[src/rtl/adder_pipe_nbit.sv]
// Pipelined WIDTH-bit ripple-carry adder: one SW-bit carry slice per stage, valid/ready handshake
// with whole-pipeline backpressure. Operand upper slices and lower sum slices are skewed in regs.
module adder_pipe_nbit #(
  parameter int unsigned WIDTH  = 16,
  parameter int unsigned STAGES = 4
) (
  input  logic             clk,
  input  logic             rst,
  input  logic             in_valid,
  output logic             in_ready,
  input  logic [WIDTH-1:0] a,
  input  logic [WIDTH-1:0] b,
  input  logic             carry_in,
  output logic             out_valid,
  input  logic             out_ready,
  output logic [WIDTH-1:0] sum,
  output logic             carry_out,
  output logic             overflow
);

  localparam int SW = WIDTH / STAGES;

  logic [STAGES-1:0]            valid_q, carry_q;
  logic [STAGES-1:0][WIDTH-1:0] a_q, b_q, sum_q;
  logic                         overflow_q;

  // Per-stage inputs and slice results
  logic [STAGES-1:0]            stage_vld, stage_cin, stage_cout, msb_cin;
  logic [STAGES-1:0][WIDTH-1:0] stage_a, stage_b, stage_sin, stage_sum;

  logic adv;

  assign adv      = out_ready | ~valid_q[STAGES-1];
  assign in_ready = adv;

  always_comb begin
    stage_vld = '0;
    stage_cin = '0;
    stage_a   = '0;
    stage_b   = '0;
    stage_sin = '0;
    stage_vld[0] = in_valid;
    stage_a[0]   = a;
    stage_b[0]   = b;
    stage_cin[0] = carry_in;
    for (int k = 1; k < STAGES; k++) begin
      stage_vld[k] = valid_q[k-1];
      stage_a[k]   = a_q[k-1];
      stage_b[k]   = b_q[k-1];
      stage_cin[k] = carry_q[k-1];
      stage_sin[k] = sum_q[k-1];
    end
  end

  always_comb begin : ripple
    logic c;
    c          = 1'b0;
    stage_sum  = stage_sin;
    stage_cout = '0;
    msb_cin    = '0;
    for (int k = 0; k < STAGES; k++) begin
      c = stage_cin[k];
      for (int i = 0; i < SW; i++) begin
        // Carry into the slice MSB; only the last stage's value feeds overflow
        if (i == SW - 1) msb_cin[k] = c;
        stage_sum[k][k*SW+i] = stage_a[k][k*SW+i] ^ stage_b[k][k*SW+i] ^ c;
        c = (stage_a[k][k*SW+i] & stage_b[k][k*SW+i]) |
            (c & (stage_a[k][k*SW+i] ^ stage_b[k][k*SW+i]));
      end
      stage_cout[k] = c;
    end
  end

  always_ff @(posedge clk or posedge rst) begin
    if (rst) begin
      valid_q    <= '0;
      carry_q    <= '0;
      a_q        <= '0;
      b_q        <= '0;
      sum_q      <= '0;
      overflow_q <= 1'b0;
    end else if (adv) begin
      valid_q <= stage_vld;
      for (int k = 0; k < STAGES; k++) begin
        a_q[k] <= stage_a[k];
        b_q[k] <= stage_b[k];
        // Output stage keeps its last result across bubbles
        if (k < int'(STAGES) - 1 || stage_vld[k]) begin
          sum_q[k]   <= stage_sum[k];
          carry_q[k] <= stage_cout[k];
        end
      end
      if (stage_vld[STAGES-1]) begin
        overflow_q <= msb_cin[STAGES-1] ^ stage_cout[STAGES-1];
      end
    end
  end

  // Operands are fully consumed by the last stage; its skew copy has no reader
  logic unused_skew;
  assign unused_skew = ^{a_q[STAGES-1], b_q[STAGES-1]};

  assign out_valid = valid_q[STAGES-1];
  assign sum       = sum_q[STAGES-1];
  assign carry_out = carry_q[STAGES-1];
  assign overflow  = overflow_q;

endmodule

[config.mk]
export PLATFORM = sky130hd
export DESIGN_NAME = adder_pipe_nbit
export DESIGN_NICKNAME = d
export VERILOG_FILES = /design/src/rtl/adder_pipe_nbit.sv
export SDC_FILE = /design/constraint.sdc
export NUM_CORES = 1
export LEC_CHECK = 0
export CORE_MARGIN = 1.5
export CORE_UTILIZATION = 55
export CTS_CLUSTER_DIAMETER = 60
export CTS_CLUSTER_SIZE = 14
export DETAILED_ROUTE_END_ITERATION = 7
export PLACE_DENSITY = 0.82
export SETUP_SLACK_MARGIN = 0.5
export SYNTH_ARGS = -nofsm -noshare
export SYNTH_HDL_FRONTEND = slang
export SYNTH_SLANG_ARGS = --single-unit
[constraint.sdc]
create_clock -name clk -period 7.54 [get_ports clk]
set_clock_uncertainty 0.1 [all_clocks]
set_input_delay 0.754 -clock clk [delete_from_list [all_inputs] [get_ports clk]]
set_output_delay 0.754 -clock clk [all_outputs]
set_load 0.05 [all_outputs]
==> results_dict.tcl, run 1 <==
set metrics [dict create \
    status "finished, final reports clean" \
    remaining_drc_errors 0 \
    hpwl_mm 4.283 \
    postRouteWirelength_mm 6.331 \
    final_nets 388 \
    fin_area_mm2 0.004935 \
    postCtsSetupRepairBufs 0 \
    dpl_cell_area_mm2 0.004718 \
    dieArea_mm2 0.008026 \
    ys_seq_area_share_pct 58.86 \
    cts_resized 0 \
    setup_viol 0 \
    wire_per_inst_um 14.49 \
    fin_crit_ps 3114 \
    grtUsageTotal_pct 18.36 \
    avgViaCountPerCell 5.000 \
    via_count 2185 \
    fin_crit_sh_pct 41.30 \
    synth-simple-area-share_pct 2.670 \
    ioPinCount 57 \
    cp.required_ps 6690 \
    end_kind "output pin" \
    antenna_found_initial 0 \
    die_x_um 89.59 \
    busiest_layer "met2" \
    die_y_um 89.59 \
    cp_max_fo 8 \
    setup_tns_ps 0 \
    critical_path_arrival_ps 2260 \
    p_sw_share_pct 35.38 \
    grt_pass1_vias 2356 \
    hold_viol 0 \
    use_met2_pct 28.90 \
    grt_util_met1_pct 25.25 \
    p_sw_mw 0.7516 \
    p_total_mw 2.124 \
    synth_cell_types 18 \
    slew_headroom_pct 21.53 \
    power_frac_clock_pct 17.2 \
    synth_area_mm2 0.004124 \
    fmax_ghz 0.3211 \
    dr.pass1.iters 4 \
    yosys.area.top_type "dfrtp_1" \
    hp-class "register to register" \
    r2r_slack_ps 5070 \
    whs_path_depth 2 \
    ant_nets 0 \
    synth_fa_ha_area_share_pct 7.767 \
    rows 31 \
    final_cell_mix "dfrtp_1 (97), clkdlybuf4s50_1 (56), mux2_2 (49), inv_1 (30), mux2_4 (23)" \
    power_frac_comb_pct 41.6 \
    root_buffer "clkbuf_8" \
    syn_nets 332 \
    synth-compound-area-share_pct 2.822 \
    io_buffers 56 \
    clkLatencyLatePin_ps 360 \
    p_per_area_mw_per_mm2 430.5 \
    seq_power_share_pct 41.2 \
    ys_warn_count 0 \
    r2r_cells 4 \
    synth_top_area_share_pct 58.86 \
    synth_top_family_by_area "multiplexers" \
    hold_start "a_q[31]" \
    final_common_cell "dfrtp_1" \
    grtUsageMet3_pct 3.565 \
    grt_pass1_wl_mm 10.83 \
    fin_ws_ps 4426 \
    drt-initial-drc-count 88 \
    synthTopCellsByArea "dfrtp_1 (59%), mux2_2 (13%), mux2_4 (8.4%), fa_1 (7.8%), inv_1 (2.8%)" \
    crit_path_start_kind "input port" \
    ys_ff_latch 97 \
    dp_slack_ps 4234 \
    gp_congestion 0.7105 \
    diodes 0 \
    clkSinkCount 97 \
    synth.avg_cell_area_um2 14.78 \
    area_growth_pct 19.66 \
    clock_path_buffers 2 \
    overflow 0 \
    path_class "input port to output pin" \
    timing.rr.start "valid_q[3]" \
    cts_made_buffers 9 \
    core-area_mm2 0.007253 \
    netlist_instances 279 \
    drv_cap 0 \
    synth.mux.area_fraction_pct 22.24 \
    min_to "a_q[47]" \
    slew_violations 0 \
    ctsHoldBuffers 0 \
    grt_max_degree 98 \
    leakage_nw 2.253 \
    initial_core_util_pct 56.86 \
    timing.rr.end "sum[4]" \
    worstMarginPinSlew_ps 1177 \
    ir_drop_uv 220.1 \
    internal-power_mw 1.373 \
    rsz0062_at_grt "no" \
    drive_gt1_share_pct 26.92 \
    cts_max_level 3 \
    cts_tree "done" \
    clk_pin_slew_worst_paths_ps 80 \
    synth-xor-area-share_pct 0.2124 \
]
power by group through the flow:
| stage | Sequential (mW) | Combinational (mW) | Clock (mW) |
|---|---|---|---|
| 4_1_cts | 0.881 | 0.898 | 0.371 |
| 3_3_place_gp | 0.875 | 0.858 | 0 |
| 2_1_floorplan | 1.03 | 0.510 | 0 |
| 6_report | 0.876 | 0.883 | 0.365 |
| 5_1_grt | 0.908 | 0.965 | 0.394 |
| 3_5_place_dp | 0.890 | 0.894 | 0 |
sequential cells by signal, indices dropped and copies added (netlist names):
signal,cells
a_q,24
overflow,1
b_q,24
carry_q,4
stage_sin,24
sum,16
valid_q,4
worst max-delay path by stage:
stage                          from  endpoint  slack (ps)  cells past startpoint
after floorplan                 rst   a_q[10]        4150                      1
after global placement    out_ready    sum[1]        4260                      5
after detailed placement  out_ready    sum[7]        4230                      5
after CTS                 out_ready  in_ready        4430                      3
after global routing      out_ready  in_ready        4390                      3
final                     out_ready  in_ready        4430                      3
kinds of logic after synthesis:
kind of cell / Yosys count
flip-flops: 97
multiplexers: 74
buffers and inverters: 44
AND/OR/NAND/NOR: 24
AO/OA/AOI/OAI: 23
adder cells (fa/ha/maj): 16
XOR/XNOR: 1
routing by layer:
| metal | up-vias | part of all wire (%) |
|---|---|---|
| li1 | 1012 | - |
| met5 | - | 0 |
| met2 | 47 | 48 |
| met4 | 0 | 1.4 |
| met3 | 9 | 4.2 |
| met1 | 1117 | 47 |
critical path, cell delays in order:
cell             delay [ps]
clkdlybuf4s50_1         500
nand2b_4                190
clkdlybuf4s50_1         820
cells in the mapped netlist, drive strengths merged:
master / instances
dfrtp: 97
mux2: 72
inv: 31
fa: 16
nand2: 13
buf: 12
o21ai: 12
a21oi: 10
nor2: 9
mux2i: 2
nand2b: 2
a31oi: 1
clkbuf: 1
xnor2: 1
through the flow:
stage,util (%),hold slack [ps],cells
2_1_floorplan,-,346.0,279
3_3_place_gp,65.05,360.7,423
3_5_place_dp,65.05,364.4,423
4_1_cts,68.04,388.8,437
5_1_grt,68.04,431.7,437
6_report,68.04,387.4,437
layout make-up:
class	count	area, um^2
Multi-Input combinational cell	138	1473
Inverter	31	118.9
Fill cell	545	2318
Tap cell	99	123.9
Clock inverter	3	65.06
Sequential cell	97	2427
Clock buffer	11	151.4
Timing Repair Buffer	58	575.6
No activity file was read; power rests on OpenSTA's default activity.
==> inputs of run 2 (changes only) <==
--- a/config.mk
+++ b/config.mk
@@ -6,11 +6,11 @@
 export NUM_CORES = 1
 export LEC_CHECK = 0
 export CORE_MARGIN = 1.5
-export CORE_UTILIZATION = 55
+export CORE_UTILIZATION = 54
 export CTS_CLUSTER_DIAMETER = 60
 export CTS_CLUSTER_SIZE = 14
 export DETAILED_ROUTE_END_ITERATION = 7
-export PLACE_DENSITY = 0.82
+export PLACE_DENSITY = 0.81
 export SETUP_SLACK_MARGIN = 0.5
 export SYNTH_ARGS = -nofsm -noshare
 export SYNTH_HDL_FRONTEND = slang
==> constraint.sdc (replaced) <==
create_clock -name clk -period 2.94 [get_ports clk]
set_clock_uncertainty 0.1 [all_clocks]
set_input_delay 0.294 -clock clk [delete_from_list [all_inputs] [get_ports clk]]
set_output_delay 0.294 -clock clk [all_outputs]
set_load 0.05 [all_outputs]
==> run 2 against run 1 <==
Net effect: design area up 1.2%; largest cell class unchanged; critical endpoint is now overflow; power increased to 2.6 times the previous value; sequential share of layout area is 0.59 points lower; largest power group unchanged; combinational power grew to 2.6 times the previous value.
==> results_dict.tcl, run 2 (synthesized netlist as in run 1, its figures left out) <==
set metrics [dict create \
    gp_congestion 0.7312 \
    cts_made_buffers 9 \
    hp-class "input port to asynchronous set/reset pin" \
    cp.required_ps 3080 \
    fin_cells 440 \
    ant_nets 0 \
    cts_max_level 3 \
    grt_pass1_vias 2206 \
    dp_cells 424 \
    remaining_drc_errors 0 \
    maxUsedRoutingLayer "met4" \
    ir_drop_uv 547.6 \
    overflow 0 \
    cp_max_fo 2 \
    hold_viol 0 \
    grtUsageTotal_pct 16.92 \
    io_buffers 56 \
    grt_pass1_wl_mm 10.70 \
    rsz0062_at_grt "no" \
    ioPinCount 57 \
    seqCellArea_mm2 0.002427 \
    ctsHoldBuffers 0 \
    core-area_mm2 0.007331 \
    dr.pass1.iters 4 \
    area_growth_pct 21.12 \
    end_kind "register" \
    postCtsSetupRepairBufs 0 \
    slew_violations 0 \
    postRouteWirelength_mm 6.181 \
    via_count 2186 \
    drt-initial-drc-count 63 \
    wire_per_inst_um 14.05 \
    wl_met1_mm 2.952 \
    clkLatencyLatePin_ps 360 \
    r2r_cells 9 \
    clkSinkCount 97 \
    diodes 0 \
    final_nets 389 \
    final_core_util_pct 68.13 \
    r2r_slack_ps 650 \
    seq_power_share_pct 41.2 \
    power_frac_clock_pct 16.4 \
    rows 31 \
    timing.rr.start "carry_q[2]" \
    p_sw_share_pct 35.69 \
    fin_crit_ps 2288 \
    clk_pin_slew_worst_paths_ps 100 \
    timing.rr.end "overflow" \
    grt_max_degree 98 \
    die_y_um 90.39 \
    internal-power_mw 3.494 \
    cts_tree "done" \
    power_frac_comb_pct 42.4 \
    crit_path_start_kind "register" \
    hpwl_mm 4.167 \
    multiInputGateArea_mm2 0.001478 \
    p_sw_mw 1.940 \
    fillers 509 \
    worstMarginPinSlew_ps 516.2 \
    final_cell_mix "dfrtp_1 (97), clkdlybuf4s50_1 (55), mux2_2 (49), inv_1 (30), mux2_4 (23)" \
    fin_crit_sh_pct 77.82 \
    dieArea_mm2 0.008170 \
    leakage_nw 2.266 \
    dp_slack_ps 324.7 \
    path_class "register to register" \
    setup_viol 0 \
    drive_gt1_share_pct 28.45 \
    status "finished, final reports clean" \
    slew_headroom_pct 65.48 \
    route.met2.wl_mm 2.883 \
    critical_path_arrival_ps 2430 \
    initial_core_util_pct 56.26 \
    final_common_cell "dfrtp_1" \
    antenna_found_initial 0 \
    p_total_mw 5.434 \
    drv_cap 0 \
    die_x_um 90.39 \
    clock_path_buffers 2 \
    fin_ws_ps 652.0 \
    route.met3.wl_um 225 \
    fmax_ghz 0.4371 \
    p_per_area_mw_per_mm2 1088 \
    avgViaCountPerCell 4.968 \
    setup_tns_ps 0 \
    root_buffer "clkbuf_8" \
]
[run 2: cell types whose count changed in the layout (fill, tap and decap cells not counted), sizes merged]
cell           delta
buf               +2
clkinvlp          +3
inv               -1
clkdlybuf4s50     -1
clkbuf            +1
bufinv            -1
[run 2: per-stage QoR]
stage,hold WS (ps),instance area (um^2)
final,324.8,4995
after global placement,365.6,4775
after floorplan,310.8,4128
after CTS,341.7,4990
after detailed placement,371.4,4775
after global routing,369.5,4995
[run 2: power groups by stage]
stage	Sequential, mW	Combinational (mW)	Clock, mW
final	2.24	2.30	0.892
after global routing	2.32	2.51	0.967
after CTS	2.25	2.33	0.919
after detailed placement	2.27	2.33	0
after global placement	2.23	2.23	0
after floorplan	2.64	1.31	0
[run 2: worst max path at each step]
| stage | startpoint | endpoint | slack [ps] | depth (start not counted) |
|---|---|---|---|---|
| final | carry_q[2] | overflow | 650 | 9 |
| after global routing | carry_q[2] | overflow | 530 | 9 |
| after CTS | carry_q[2] | overflow | 570 | 9 |
| after detailed placement | a[0] | stage_sin[19] | 320 | 9 |
| after global placement | a[0] | stage_sin[19] | 440 | 9 |
| after floorplan | carry_q[2] | overflow | 730 | 9 |
[run 2: layout make-up]
class	instances	area share [%]
well taps	99	2.480
repair buffers	59	12.63
flip-flops and latches	97	48.60
clock buffers	12	3.307
inverters	31	2.405
clock inverters	4	1.002
multi-input cells	138	29.58
[run 2: critical path: stages, from the launching register on]
cell,delay [ps]
dfrtp_1,410
fa_1,410
inv_1,70
fa_1,180
inv_1,60
fa_2,360
inv_1,80
fa_2,200
xnor2_1,60
mux2_2,250
[run 2: per-layer routing]
| metal | track usage [%] | up-vias |
|---|---|---|
| met4 | 7.937 | 0 |
| met1 | 24.23 | 1104 |
| met5 | 0 | - |
| li1 | - | 1024 |
| met3 | 3.283 | 11 |
| met2 | 25.13 | 47 |
[run 2: what timing repair did]
item,in CTS,in global routing
hold endpoints to repair,0,0
gates resized for setup,0,2
setup endpoints to repair,0,1
